--- src/rtl/sorcerer_uart_tx.sv ---
// sorcerer_uart_tx: FIFO-buffered async serial transmitter for the RS-232 port; define SORCERER_UART_PARITY_EN for a parity bit
module sorcerer_uart_tx #(
  parameter int FIFO_AW = 2,
  parameter int DIV_W = 16
) (
  input  logic             clk_sys,
  input  logic             reset,
  input  logic [DIV_W-1:0] baud_div,
  input  logic             stop2,
`ifdef SORCERER_UART_PARITY_EN
  input  logic             parity_en,
  input  logic             parity_odd,
`endif
  input  logic [7:0]       din,
  input  logic             din_valid,
  output logic             din_ready,
  output logic             tx,
  output logic             busy,
  output logic [FIFO_AW:0] fifo_level
);
  localparam int DEPTH = 2 ** FIFO_AW;
  localparam logic [FIFO_AW:0] LVL_ONE = (FIFO_AW + 1)'(1);
  localparam logic [FIFO_AW:0] LVL_FULL = (FIFO_AW + 1)'(DEPTH);
  localparam logic [FIFO_AW-1:0] PTR_ONE = FIFO_AW'(1);
  localparam logic [DIV_W-1:0] DIV_ONE = DIV_W'(1);
`ifdef SORCERER_UART_PARITY_EN
  typedef enum logic [2:0] {IDLE, START, DATA, PARITY, STOP} state_t;
`else
  typedef enum logic [2:0] {IDLE, START, DATA, STOP} state_t;
`endif
  state_t state, state_d, data_exit;
  logic [7:0] mem [DEPTH];
  logic [FIFO_AW-1:0] wr_ptr, rd_ptr;
  logic [FIFO_AW:0] level;
  logic push, pop, bit_done, stop2_q, tx_d, busy_d;
  logic [7:0] shift;
  logic [DIV_W-1:0] div_q, baud_cnt;
  logic [2:0] bit_cnt;
`ifdef SORCERER_UART_PARITY_EN
  logic par_en_q, par_q;
  assign data_exit = par_en_q ? PARITY : STOP;
`else
  assign data_exit = STOP;
`endif
  assign din_ready = level != LVL_FULL;
  assign fifo_level = level;
  assign push = din_valid & din_ready;
  assign pop = state == IDLE && level != '0;
  assign bit_done = baud_cnt == div_q - DIV_ONE;
  // FIFO storage; contents need no reset because the pointers define what is valid
  always_ff @(posedge clk_sys) begin
    if (push) mem[wr_ptr] <= din;
  end
  // FIFO pointers and occupancy; push and pop on one edge cancel out
  always_ff @(posedge clk_sys or posedge reset) begin
    if (reset) begin
      wr_ptr <= '0;
      rd_ptr <= '0;
      level <= '0;
    end else begin
      if (push) wr_ptr <= wr_ptr + PTR_ONE;
      if (pop) rd_ptr <= rd_ptr + PTR_ONE;
      level <= push && !pop ? level + LVL_ONE : pop && !push ? level - LVL_ONE : level;
    end
  end
  // FSM state register
  always_ff @(posedge clk_sys or posedge reset) begin
    if (reset) state <= IDLE;
    else state <= state_d;
  end
  // FSM next state; STOP ends after one or two stop bits counted in bit_cnt
  always_comb begin
    state_d = state;
    unique case (state)
      IDLE:    state_d = pop ? START : IDLE;
      START:   state_d = bit_done ? DATA : START;
      DATA:    state_d = bit_done && bit_cnt == 3'd7 ? data_exit : DATA;
`ifdef SORCERER_UART_PARITY_EN
      PARITY:  state_d = bit_done ? STOP : PARITY;
`endif
      STOP:    state_d = bit_done && bit_cnt[0] == stop2_q ? IDLE : STOP;
      default: state_d = IDLE;
    endcase
  end
  // frame datapath: load on pop, then count baud cycles and bits
  always_ff @(posedge clk_sys or posedge reset) begin
    if (reset) begin
      shift <= '0;
      div_q <= DIV_ONE;
      stop2_q <= 1'b0;
      baud_cnt <= '0;
      bit_cnt <= '0;
`ifdef SORCERER_UART_PARITY_EN
      par_en_q <= 1'b0;
      par_q <= 1'b0;
`endif
    end else if (pop) begin
      shift <= mem[rd_ptr];
      div_q <= baud_div == '0 ? DIV_ONE : baud_div;
      stop2_q <= stop2;
      baud_cnt <= '0;
      bit_cnt <= '0;
`ifdef SORCERER_UART_PARITY_EN
      par_en_q <= parity_en;
      par_q <= ^mem[rd_ptr] ^ parity_odd;
`endif
    end else if (state != IDLE) begin
      baud_cnt <= bit_done ? '0 : baud_cnt + DIV_ONE;
      if (bit_done && state == DATA) shift <= shift >> 1;
      if (bit_done && (state == DATA || state == STOP)) bit_cnt <= bit_cnt + 3'd1;
    end
  end
  // FSM outputs: line level for the current state, busy while anything is pending
  always_comb begin
`ifdef SORCERER_UART_PARITY_EN
    tx_d = state == START ? 1'b0 : state == DATA ? shift[0] : state == PARITY ? par_q : 1'b1;
`else
    tx_d = state == START ? 1'b0 : state == DATA ? shift[0] : 1'b1;
`endif
    busy_d = state != IDLE || level != '0;
  end
  // registered outputs keep tx free of combinational paths from the inputs
  always_ff @(posedge clk_sys or posedge reset) begin
    if (reset) begin
      tx <= 1'b1;
      busy <= 1'b0;
    end else begin
      tx <= tx_d;
      busy <= busy_d;
    end
  end
endmodule

--- config.mk ---
export PLATFORM = sky130hd
export DESIGN_NAME = sorcerer_uart_tx
export DESIGN_NICKNAME = d
export VERILOG_FILES = /design/src/rtl/sorcerer_uart_tx.sv
export SDC_FILE = /design/constraint.sdc
export NUM_CORES = 1
export LEC_CHECK = 0
export CORE_ASPECT_RATIO = 1.4
export CORE_MARGIN = 1
export CORE_UTILIZATION = 43
export CTS_CLUSTER_DIAMETER = 60
export DETAILED_ROUTE_END_ITERATION = 10
export PLACE_DENSITY = 0.67
export SYNTH_ARGS = -nofsm -noshare
export SYNTH_HDL_FRONTEND = slang
export SYNTH_SLANG_ARGS = --single-unit
--- constraint.sdc ---
create_clock -name clk_sys -period 3.64 [get_ports clk_sys]
set_input_delay 0.546 -clock clk_sys [delete_from_list [all_inputs] [get_ports clk_sys]]
set_output_delay 0.546 -clock clk_sys [all_outputs]
set_load 0.01 [all_outputs]
* Yosys cells after proc, flatten, opt, wreduce, memory -nomap -nowiden
Memories as Yosys holds them, arrays and structs flattened.
Cells that the tools add are included.
** Word-level totals
- Register bits :: 56
- RAM bits :: 32
- Input bits :: 28
- Word-level logic and storage cells :: 69
- Memories kept :: 1
** Memory list
- mem :: depth 4, bits a word 8, rd ports 1, clocked after memory_dff 0, wr ports 1, line 32 : logic [7:0] mem [DEPTH];
** Operators by class
- Add/subtract/negate cells :: 7
- Eq/ne operators :: 7
- Multiplexer cells :: 21
- Bitwise operators :: 1
- Reductions and logical operators :: 21
** Operators by type and width (count)
- $mux 16 :: 4
- $mux 8 :: 3
- $add 16x1->16 const B :: 1
- $eq 16x16->1 :: 1
- $logic_not 16->1 :: 1
- $sub 16x1->16 const B :: 1
- $mux 3 :: 5
- $pmux 2 s4 :: 1
- $reduce_bool 2->1 :: 4
- $logic_and 1x1->1 :: 7
- $add 3x1->3 const B :: 2
- $eq 3x2->1 const B :: 2
- $mux 1 :: 6
- $reduce_bool 3->1 :: 2
- $add 2x1->2 const B :: 2
- $mux 2 :: 2
- $reduce_and 2->1 :: 2
- $eq 3x1->1 const B :: 1
- $eq 3x3->1 const B :: 1
- $logic_not 3->1 :: 1
- $ne 3x3->1 const B :: 1
- $sub 3x1->3 const B :: 1
- $logic_not 1->1 :: 2
- $logic_or 1x1->1 :: 2
- other kinds (2) :: 2

* Logic depth before layout (Yosys ltp)
- Depth after elaboration :: 6
- Depth in mapped cells :: 11
- Gate-level depth less buffers :: 9

* Worst setup path before layout
Ideal clock, no wire load.
- Path kind :: register to register
- Start :: register div_q[1]
- End :: register shift[0]
- Setup time :: 0.123 ns
- Arrival :: 2.599 ns
- Required time :: 3.517 ns
- Slack :: 0.918 ns
- Stages on the path, launching flop included :: 12
- Buffers on the path :: 2
- Cells stage by stage :: dfrtp_1 inv_1 ha_1 nor3b_1 nand4_1 xnor2_1 mux2i_1 o32a_1 buf_1 or3_1 buf_2 o221a_1
** On the way
- Cells in the longest elaborated chain, start to end :: 5
** RTL lines
- from (decl) :: line 37 : logic [DIV_W-1:0] div_q, baud_cnt;
- from (signal assigned) :: line 99 : div_q <= baud_div == '0 ? DIV_ONE : baud_div;
- $sub 16x1->16 :: line 49 : assign bit_done = baud_cnt == div_q - DIV_ONE;
- $eq 16x16->1 :: line 49
- $logic_and 1x1->1 :: line 109 : if (bit_done && state == DATA) shift <= shift >> 1;
- $reduce_bool 2->1 (no source line)
- $reduce_and 2->1 (no source line)
- to (signal assigned) :: line 98 : shift <= mem[rd_ptr];
- to (signal assigned) :: line 109
- to (decl) :: line 36 : logic [7:0] shift;
Every way passes these cells.
A chain may end at the register's enable or synchronous reset.

* Final worst setup path
- Start :: register div_q[1]
- End :: register shift[3]
The elaborated chain is that of the path after synthesis.

==> run summary <==
Initial Utilization = 0.4482
Vias in the first global route = 3,023
Main combinational cell family by area after synthesis = simple AND/OR/NAND/NOR gates
Peak supply drop = 0.0003691 V
Synth Register Bits = 87
Htree depth = 3
Simple-gate share of the synthesized area = 0.1927
Number of routed nets with antenna violations = 0
Fin. max-slew vios = 0
Clock sink count = 87
Worst setup SP type = flop
Asr flop ratio synth = 0.6322
Final Power = 2.689 mW
Worst Tran Pin Value = 0.6321 ns
Reg clk slew, reported paths = 0.06 ns
R2R Setup Slk = 0.61 ns
Mapped Nets = 410
Setup WS post-layout = 0.6052 ns
Vias per inst = 5.317
Fin crit share = 0.8337
Seq. cell area = 0.002340 mm^2
Wire per inst = 15.81 um
Worst path arrival time = 3.25 ns
Core area = 0.009617 mm^2
Final HPWL DP = 6306 um
Ys Warns = 0
Delay of the slowest cell on the worst path = 0.53 ns
Tightest Hold Check Type = reg -> reg
Register-to-Register Path Depth = 9
Initial antenna violation count = 0
FMAX = 0.3295 GHz
Critical Path RT = 3.86 ns
Top FF cell, synth = dfrtp_1
Post-synth EDFFs = 32
CTS tree = done
Layout cells sized above 1 = 0.09732
Largest net degree at the start of global routing = 30
Pwr/cell area = 529.2 mW/mm^2
RSZ-0062 raised after global routing = false
Synth Area in Compound Gates = 0.07402
Number of diodes = 0
Row count = 42
Leakage power figure = 2.043 nW
Post-Place Setup Slack = 0.5987 ns
Setup CP Type = reg -> reg
Clock Tree Buf Depth = 2
GRT Total Usage = 0.1866
CP endpoint kind = flop
Worst path slowest cell = or3_1
Clock skew = 0.007215 ns
Syn Inst Count = 372
Die area = 0.01043 mm^2
Final setup fails = 0
Max Fanout on Critical Path = 10
Multi-input logic area = 0.001866 mm^2
Synthesized cell area = 0.004310 mm^2
Port bufs = 33
Root buffer cell = clkbuf_16
# DRC = 0
Fin nets = 444
DR vias = 2,887
Core Util, Final = 0.5284
Most frequent cells in the layout = 60 x nand2_1, 53 x dfrtp_1, 33 x clkdlybuf4s50_1
Status = finished, final reports clean
Setup bufs post-CTS = 0
Syn_area_per_cell = 11.59 um^2
I/O pin count = 34
Worst-Skew Late Latency = 0.34 ns
Final-layout fill cell count = 838
Post-synthesis cell type count = 57
Height of the die = 120.5 um
CTS Hold Bufs = 0
Final hold vios = 0
Max cap viols = 0
Num CTS Buffers = 9
Commonest non-fill, non-tap cell in the layout = nand2_1
Slew margin rel. = 0.5786
Multiplexer share of the synthesized area = 0.05602
DRT Wirelength = 8583 um
Crit-path cells = inv_1, ha_1, nor3b_1, nand4_1, mux2i_1, mux2i_1, o32a_1, or3_1, o221a_1
Most used cell, CP = mux2i_1
Gp weighted congestion = 0.7920
Synth Area in Adders = 0.03077
Remaining global-route overflow = 0
First-pass GRT wire length = 14,700 um
Setup TNS = 0 ns
DR iter-0 viols = 120
Hold Path Stages = 1
Tmin final = 3.035 ns
DR pass1 iterations = 4
Register area share after synthesis = 0.5428
Area growth syn-to-layout = 17.88%
CTS resizes = 0
Die Width = 86.62 um
Synth Area in XOR/XNOR = 0.07925
Yosys cell counts, drive strengths merged, types with 3 or more instances:
cell,n,share of area
a21oi,4,0.0046
and2,3,0.0044
and3,8,0.012
buf,6,0.0070
clkbuf,9,0.0078
dfrtp,53,0.31
edfxtp,32,0.22
ha,9,0.026
inv,10,0.0087
mux2i,5,0.012
mux4,8,0.042
nand2,60,0.052
nand2b,4,0.0058
nand3,13,0.015
nand4,6,0.0087
nand4b,4,0.012
nor2,28,0.024
nor3,6,0.0070
nor4,6,0.012
o21ai,3,0.0035
o221a,7,0.018
o31ai,5,0.013
or3,10,0.015
or4,4,0.0078
xnor2,17,0.035
xor2,22,0.045
path summary, 6_finish.rpt:
check                         start       endpoint
max                        div_q[1]       shift[3]
min                        shift[7]       shift[7]
max reg2reg                div_q[1]       shift[3]
min reg2reg                shift[7]       shift[7]
max in group asynchronous     reset       shift[7]
min in group asynchronous     reset  fifo_level[2]
flip-flops by register name, summed over array words and instances, names as in the netlist:
register / count
stop2_q: 1
fifo_level: 3
rd_ptr: 2
mem: 32
busy: 1
wr_ptr: 2
state: 2
tx: 1
baud_cnt: 16
div_q: 16
bit_cnt: 3
shift: 8
area by class of cell:
cell class / count / area share
Clock inverter: 3 / 0.008126
Sequential cell: 87 / 0.4605
Timing Repair Buffer: 38 / 0.07240
Inverter: 11 / 0.008126
Tap cell: 132 / 0.03250
Multi-Input combinational cell: 259 / 0.3672
Clock buffer: 13 / 0.05122
kinds of logic after synthesis:
kind of cell,Yosys count
adders and majority gates,10
buffers and inverters,26
muxes,14
xor gates and xnor gates,39
DFF,87
AOI/OAI and AO/OA,34
and+or+nand+nor,162
per-stage QoR:
step / cell area [um^2] / hold WS (ns) / cells
floorplan: 4310 / 0.4619 / 372
finish: 5081 / 0.5068 / 543
global route: 5081 / 0.5360 / 543
CTS: 5081 / 0.5117 / 543
global placement: 4780 / 0.4896 / 527
detailed placement: 4780 / 0.4989 / 527
where the power goes:
part           total (mW)  switching (mW)  leakage (nW)  internal [mW]
Combinational       0.447           0.214         0.931          0.234
Clock               0.922           0.354         0.150          0.569
Sequential           1.32           0.145         0.962           1.18
Total                2.69           0.712          2.04           1.98
critical path: cells and delay by family, from the launching register on:
kind	cells	cell delay (ns)
DFF	1	0.42
and+or+nand+nor	3	1.27
adders and majority gates	1	0.21
AOI/OAI and AO/OA	2	0.61
buffers and inverters	1	0.09
muxes	2	0.31
layer usage:
| metal | global-route usage | vias up | routed length, um |
|---|---|---|---|
| li1 | - | 1400 | - |
| met1 | 0.2123 | 1439 | 3443 |
| met2 | 0.3373 | 36 | 4758 |
| met3 | 0.03549 | 12 | 211 |
| met4 | 0.07813 | 0 | 170 |
| met5 | 0 | - | 0 |
No activity file was read; power rests on OpenSTA's default activity.
